`src/rtl/hc595_frame_rx.sv`:
```
// Receiver for the 74HC595 display link: synchronizes ds/shcp/stcp/oe to sclk,
// rebuilds 16-bit frames into digit/segment words and watches link health.
module hc595_frame_rx #(
    parameter int unsigned TIMEOUT_CYC = 1_000_000
) (
    input  logic       sclk,
    input  logic       nrst,
    input  logic       ds,
    input  logic       shcp,
    input  logic       stcp,
    input  logic       oe,
    output logic [7:0] sel,
    output logic [7:0] seg,
    output logic       disp_en,
    output logic       frame_valid,
    output logic       frame_err,
    output logic       link_lost
);

    localparam logic [23:0] TMO_LAST  = 24'(TIMEOUT_CYC - 1);
    localparam logic [4:0]  FRAME_LEN = 5'd16;

    // Saturating increments for the shift counter and the idle counter.
    function automatic logic [4:0] sat_inc5(input logic [4:0] v);
        return (v == 5'd31) ? v : v + 5'd1;
    endfunction

    function automatic logic [23:0] sat_inc24(input logic [23:0] v);
        return (v == 24'hFF_FFFF) ? v : v + 24'd1;
    endfunction

    logic        ds_s1_q,   ds_s2_q;
    logic        shcp_s1_q, shcp_s2_q, shcp_s3_q;
    logic        stcp_s1_q, stcp_s2_q, stcp_s3_q;
    // oe is carried inverted so every sync flop resets to 0 with the display off.
    logic        oen_s1_q,  oen_s2_q;

    logic        shcp_rise, stcp_rise;

    logic [15:0] sr_q,     sr_d;
    logic [4:0]  cnt_q,    cnt_d;
    logic [7:0]  sel_q,    sel_d;
    logic [7:0]  seg_q,    seg_d;
    logic        fv_q,     fv_d;
    logic        fe_q,     fe_d;
    logic [23:0] tmo_q,    tmo_d;
    logic        lost_q,   lost_d;

    always_ff @(posedge sclk or negedge nrst) begin
        if (!nrst) begin
            ds_s1_q   <= 1'b0;
            ds_s2_q   <= 1'b0;
            shcp_s1_q <= 1'b0;
            shcp_s2_q <= 1'b0;
            shcp_s3_q <= 1'b0;
            stcp_s1_q <= 1'b0;
            stcp_s2_q <= 1'b0;
            stcp_s3_q <= 1'b0;
            oen_s1_q  <= 1'b0;
            oen_s2_q  <= 1'b0;
        end else begin
            ds_s1_q   <= ds;
            ds_s2_q   <= ds_s1_q;
            shcp_s1_q <= shcp;
            shcp_s2_q <= shcp_s1_q;
            shcp_s3_q <= shcp_s2_q;
            stcp_s1_q <= stcp;
            stcp_s2_q <= stcp_s1_q;
            stcp_s3_q <= stcp_s2_q;
            oen_s1_q  <= ~oe;
            oen_s2_q  <= oen_s1_q;
        end
    end

    assign shcp_rise = shcp_s2_q & ~shcp_s3_q;
    assign stcp_rise = stcp_s2_q & ~stcp_s3_q;

    always_comb begin
        sr_d   = sr_q;
        cnt_d  = cnt_q;
        sel_d  = sel_q;
        seg_d  = seg_q;
        fv_d   = 1'b0;
        fe_d   = 1'b0;
        tmo_d  = sat_inc24(tmo_q);
        lost_d = lost_q | (tmo_q >= TMO_LAST);

        if (shcp_rise) begin
            sr_d  = {sr_q[14:0], ds_s2_q};
            cnt_d = sat_inc5(cnt_q);
        end

        // A latch always judges the pre-shift register, as a 595 with tied clocks does.
        if (stcp_rise) begin
            if (cnt_q == FRAME_LEN) begin
                sel_d  = sr_q[15:8];
                seg_d  = sr_q[7:0];
                fv_d   = 1'b1;
                tmo_d  = 24'd0;
                lost_d = 1'b0;
            end else begin
                fe_d   = 1'b1;
            end
            cnt_d = shcp_rise ? 5'd1 : 5'd0;
        end
    end

    always_ff @(posedge sclk or negedge nrst) begin
        if (!nrst) begin
            sr_q   <= 16'h0000;
            cnt_q  <= 5'd0;
            sel_q  <= 8'h00;
            seg_q  <= 8'hFF;
            fv_q   <= 1'b0;
            fe_q   <= 1'b0;
            tmo_q  <= 24'd0;
            lost_q <= 1'b1;
        end else begin
            sr_q   <= sr_d;
            cnt_q  <= cnt_d;
            sel_q  <= sel_d;
            seg_q  <= seg_d;
            fv_q   <= fv_d;
            fe_q   <= fe_d;
            tmo_q  <= tmo_d;
            lost_q <= lost_d;
        end
    end

    assign sel         = sel_q;
    assign seg         = seg_q;
    assign frame_valid = fv_q;
    assign frame_err   = fe_q;
    assign link_lost   = lost_q;
    assign disp_en     = oen_s2_q;

endmodule

```
`config.mk`:
```
export PLATFORM = sky130hd
export DESIGN_NAME = hc595_frame_rx
export DESIGN_NICKNAME = d
export VERILOG_FILES = /design/src/rtl/hc595_frame_rx.sv
export SDC_FILE = /design/constraint.sdc
export NUM_CORES = 1
export LEC_CHECK = 0
export BUFFER_PORTS_ARGS = -buffer_cell sky130_fd_sc_hd__buf_4
export CELL_PAD_IN_SITES_DETAIL_PLACEMENT = 0
export CELL_PAD_IN_SITES_GLOBAL_PLACEMENT = 1
export CORE_MARGIN = 2
export CORE_UTILIZATION = 50
export CTS_CLUSTER_SIZE = 28
export DETAILED_ROUTE_END_ITERATION = 7
export GPL_TIMING_DRIVEN = 1
export PLACE_DENSITY = 0.83
export SLEW_MARGIN = 20
export SYNTH_ARGS = -nofsm -noshare
export SYNTH_HDL_FRONTEND = slang
export SYNTH_SLANG_ARGS = --single-unit
```
`constraint.sdc`:
```
create_clock -name sclk -period 2.83 [get_ports sclk]
set_input_delay 0.1415 -clock sclk [delete_from_list [all_inputs] [get_ports sclk]]
set_output_delay 0.1415 -clock sclk [all_outputs]
set_load 0.05 [all_outputs]
```
== Yosys cells after proc, flatten, opt, wreduce, memory -nomap -nowiden ==
Cells that the tools add are included.

* Output and inout bits: 20
* Logic and storage cells: 47
* Register bits: 74
* Bits of input ports: 6

* $add $sub $neg: 2
* Bitwise operators: 6
* Equality and inequality tests: 4
* $lt $le $gt $ge: 1
* Mux-type cells: 13
* Reduce and logical (&&, ||, !) cells: 3

{| class="wikitable"
|+ Operator list
! kind !! count
|-
| $mux 24 || 3
|-
| $add 24x1->24 const B || 1
|-
| $eq 24x24->1 const B || 1
|-
| $ge 24x20->1 const B || 1
|-
| $mux 5 || 3
|-
| $eq 5x5->1 const B || 2
|-
| $mux 1 || 7
|-
| $add 5x1->5 const B || 1
|-
| $reduce_and 2->1 || 2
|-
| $not 1->1 || 3
|-
| $and 1x1->1 || 2
|-
| $ne 2x2->1 const B || 1
|-
| $reduce_bool 2->1 || 1
|-
| $or 1x1->1 || 1
|}

== Logic depth before layout (Yosys ltp) ==
* Depth after elaboration: 4
* Depth in mapped cells: 8
* Gate-level depth less buffers: 7

== Worst setup path before layout ==
No wires, ideal clock.

* Path kind: register to register
* From: reg tmo_q[0]
* To: reg tmo_q[7]
* Cell stages (with the launch flop): 8
* Arrival time: 1.811 ns
* Period minus slack after synthesis: 1.943 ns
* Buffers on the path: 1
* Setup slack: 0.887 ns
* Setup time: 0.132 ns
* Path through: dfrtp_1 -> ha_1 -> nand4_4 -> or4_4 -> buf_6 -> o21ai_0 -> xor2_1 -> nor2_1

* Word-level cells in the longest chain between the ends: 4
* Elaborated cells on any way between the ends: 5
* Those cells by class: add/sub: 1; eq/ne: 1; mux: 3

{| class="wikitable"
|+ Ends and longest elaborated chain
! item !! line !! source
|-
| start: declaration || 46 || <nowiki>logic [23:0] tmo_q, tmo_d;</nowiki>
|-
| start signal: assignment || 125 || <nowiki>tmo_q <= tmo_d;</nowiki>
|-
| $add 24x1->24 / $eq 24x24->1 (equally long branches) || 29 || <nowiki>return (v == 24'hFF_FFFF) ? v : v + 24'd1;</nowiki>
|-
| $mux 24 (*) || 29 ||
|-
| $mux 24 || 95 || <nowiki>if (cnt_q == FRAME_LEN) begin</nowiki>
|-
| $mux 24 (*) || 94 || <nowiki>if (stcp_rise) begin</nowiki>
|-
| named net tmo_d[7] || 46 ||
|}

The timed path passes the listed nets; every way through them passes the cells marked *.
A chain may end at the register's enable or synchronous reset.

== Worst setup path after layout ==
* From: reg tmo_q[0]
* To: reg tmo_q[0]

Same word-level chain as after synthesis.

==> metrics <==
postcts setup bufs=0; RSZ-0062 raised after global routing=no; Antenna Cells=0; Worst Setup End Kind=register; status=complete, no violations; met3 usage=0.03858; Via Count=2117; synth unique cells=41; Max clock buf depth=2; CTS H-tree lvls=3; cts bufs inserted=9; Die Span Y=83.92 µm; # DRC=0; Die Wd=83.92 µm; drt wl/cell=13.77 µm; share of cells above drive strength 1=0.2246; worst hold stages=0; Worst-Margin Slew=0.9079 ns; Critical Path AT=2.42 ns; post-synth net total=308; fin util=0.5894; Yosys reg bits=74; Synth top area share=0.5094; Final Skew=0.008672 ns; Max Slew Vio Count=0; FFs w/ async S/R, synth=1.000; Ports=26; CTS tree=done; overall power=0.002237 W; Final Wtd Congestion=0.7888; Max-Cap Viols=0; Ys Warns=0; worst r2r src=tmo_q[0]$_DFF_PN0_; Root Driver=clkbuf_8; worst rel slew slack=0.3947; fmax=456.0 MHz; most frequent cells in the layout=dfrtp_1 (65), nand2_1 (62), nor2_1 (34); Seq/Total Area, Yosys=0.5835; Top FF cell, synth=dfrtp_1; gr busiest metal=met2; initial antenna violation count=0; flop2flop setup slack=0.64 ns; Worst R2R Path Depth=6; Worst-path clk slew=0.08 ns; Initial Util=0.5087; global route total overflow=0; Detail Route Antenna Nets=0; fin crit share=0.7749; GR Util met2=0.2669; Worst Path Required=3.06 ns; final WL=5.658 mm; row cnt=29; area grow syn2layout=15.87%; post-CTS sizing=0; Core ar.=6277 µm²; Leak Pwr=1.727 nW; Hold Path Sink=disp_en$_DFF_PN0_; first-pass GRT wire length=9.839 mm; worst hold path type=reg2reg; Finish-stage setup viols=0; met1 usage=0.2459; vias in the first global route=2080; total track usage=0.1767; min cycle time layout=2.193 ns; clk sinks=74; Worst setup SP type=register; synthesized area per cell=10.71 µm²; TritonRoute pass-1 iters=4; Port Buf Inserts=25; Iter 0 DRT Violations=110; largest net degree at the start of global routing=75; largest cells by area after synthesis=dfrtp_1 (51%), dfstp_2 (7.4%), nand2_1 (7.3%), mux2_2 (5.6%), nor2_1 (4.0%); reg-to-reg critical path endpoint=tmo_q[0]$_DFF_PN0_; Cells after Synth=298; clk_lat worst skew=0.34 ns; area leader, netlist=dfrtp_1; Filler Cells Inserted=543; crit-path max FO=13; Layout Nets=339; Post-DP HPWL=3.679 mm; most common cell after layout, fill and taps aside=dfrtp_1; PD cells=604.7 nW/µm²; Hold Buf Count CTS=5; HP Start=oen_s1_q$_DFF_PN0_; synthesized cell area=3193 µm²; final hold violations=0; Die Area=7042 µm²; number of synthesized flops with an enable pin=0; VDD IR max=0.3406 mV; vias per cell=5.151; Setup Crit Path Kind=reg2reg; Fin Setup TNS=0 ns
cell families (layout without fill, tap and decap cells):
| kind of cell | count (synthesis) | in the layout | synth area share |
|---|---|---|---|
| compound gates | 22 | 22 | 0.04467 |
| flops | 74 | 74 | 0.5835 |
| mux | 20 | 20 | 0.06897 |
| buf+inv | 22 | 58 | 0.03134 |
| fa+ha+maj | 4 | 4 | 0.01567 |
| simple gates | 137 | 137 | 0.2038 |
| xor+xnor | 19 | 19 | 0.05212 |
layout make-up:
cell class / count / area [µm²] / area share
clock inverter: 5 / 62.56 / 0.01691
clock buffer: 11 / 141.4 / 0.03821
timing repair buffer: 33 / 272.8 / 0.07372
multi-input combinational: 202 / 1230 / 0.3324
sequential: 74 / 1863 / 0.5036
tap: 77 / 96.34 / 0.02604
inverter: 9 / 33.78 / 0.009131
routing by layer:
layer  routed length, µm  up-vias  part of all wire
met2                2601       20              0.46
met3                 123       10             0.022
met5                   0        -                 0
li1                    -     1068                 -
met4                 102        0             0.018
met1                2831     1019              0.50
sequential cells by signal, summed over array words and instances (netlist names):
signal / cells
ds_s1_q: 1
frame_err: 1
seg: 8
cnt_q: 5
disp_en: 1
shcp_s3_q: 1
ds_s2_q: 1
oen_s1_q: 1
shcp_s2_q: 1
stcp_s2_q: 1
link_lost: 1
frame_valid: 1
shcp_s1_q: 1
tmo_q: 24
sel: 8
sr_q: 16
stcp_s1_q: 1
stcp_s3_q: 1
cells in the mapped netlist (3+ instances only):
library cell	instances
dfstp_2	9
clkbuf_1	8
inv_1	9
nor3_1	6
mux2_2	16
dfrtp_1	65
a31oi_1	3
nor4_1	7
xnor2_1	8
ha_1	4
o21ai_0	9
nor2b_1	4
nor2_1	34
xor2_1	11
mux2i_1	4
nand2_1	62
o211ai_1	3
nand3_1	5
nand4_1	5
through the flow:
stage / std cells / cell area, µm² / hold slack (ns) / setup slack, ns
after detailed placement: 390 / 3446 / 0.2521 / 0.6675
after global routing: 411 / 3700 / 0.3727 / 0.4739
after CTS: 411 / 3700 / 0.3520 / 0.6487
final: 411 / 3700 / 0.3528 / 0.6370
after floorplan: 298 / 3193 / -0.1541 / 0.8870
after global placement: 390 / 3446 / 0.2511 / 0.7322
where the power goes:
part,switching (W),leakage [nW],internal (W)
clock,0.000397,0.0962,0.000436
combinational,0.0000650,0.695,0.0000976
sequential,0.0000749,0.936,0.00117
total,0.000536,1.73,0.00170
critical path, stage by stage, from the launching register on:
cell	delay, ns
dfrtp_1	0.41
ha_1	0.27
nand4_4	0.18
or4_4	0.62
nor2_1	0.35
xor2_1	0.20
nor2_1	0.06
worst max-delay path by stage:
stage                            start                 end  slack (ns)
floorplan           tmo_q[0]$_DFF_PN0_  tmo_q[7]$_DFF_PN0_        0.89
global placement    tmo_q[0]$_DFF_PN0_  tmo_q[0]$_DFF_PN0_        0.73
detailed placement  tmo_q[0]$_DFF_PN0_  tmo_q[0]$_DFF_PN0_        0.67
CTS                 tmo_q[0]$_DFF_PN0_  tmo_q[0]$_DFF_PN0_        0.65
global route        tmo_q[0]$_DFF_PN0_  tmo_q[0]$_DFF_PN0_        0.47
finish              tmo_q[0]$_DFF_PN0_  tmo_q[0]$_DFF_PN0_        0.64
Note: power is estimated with default switching activity, not from simulation.
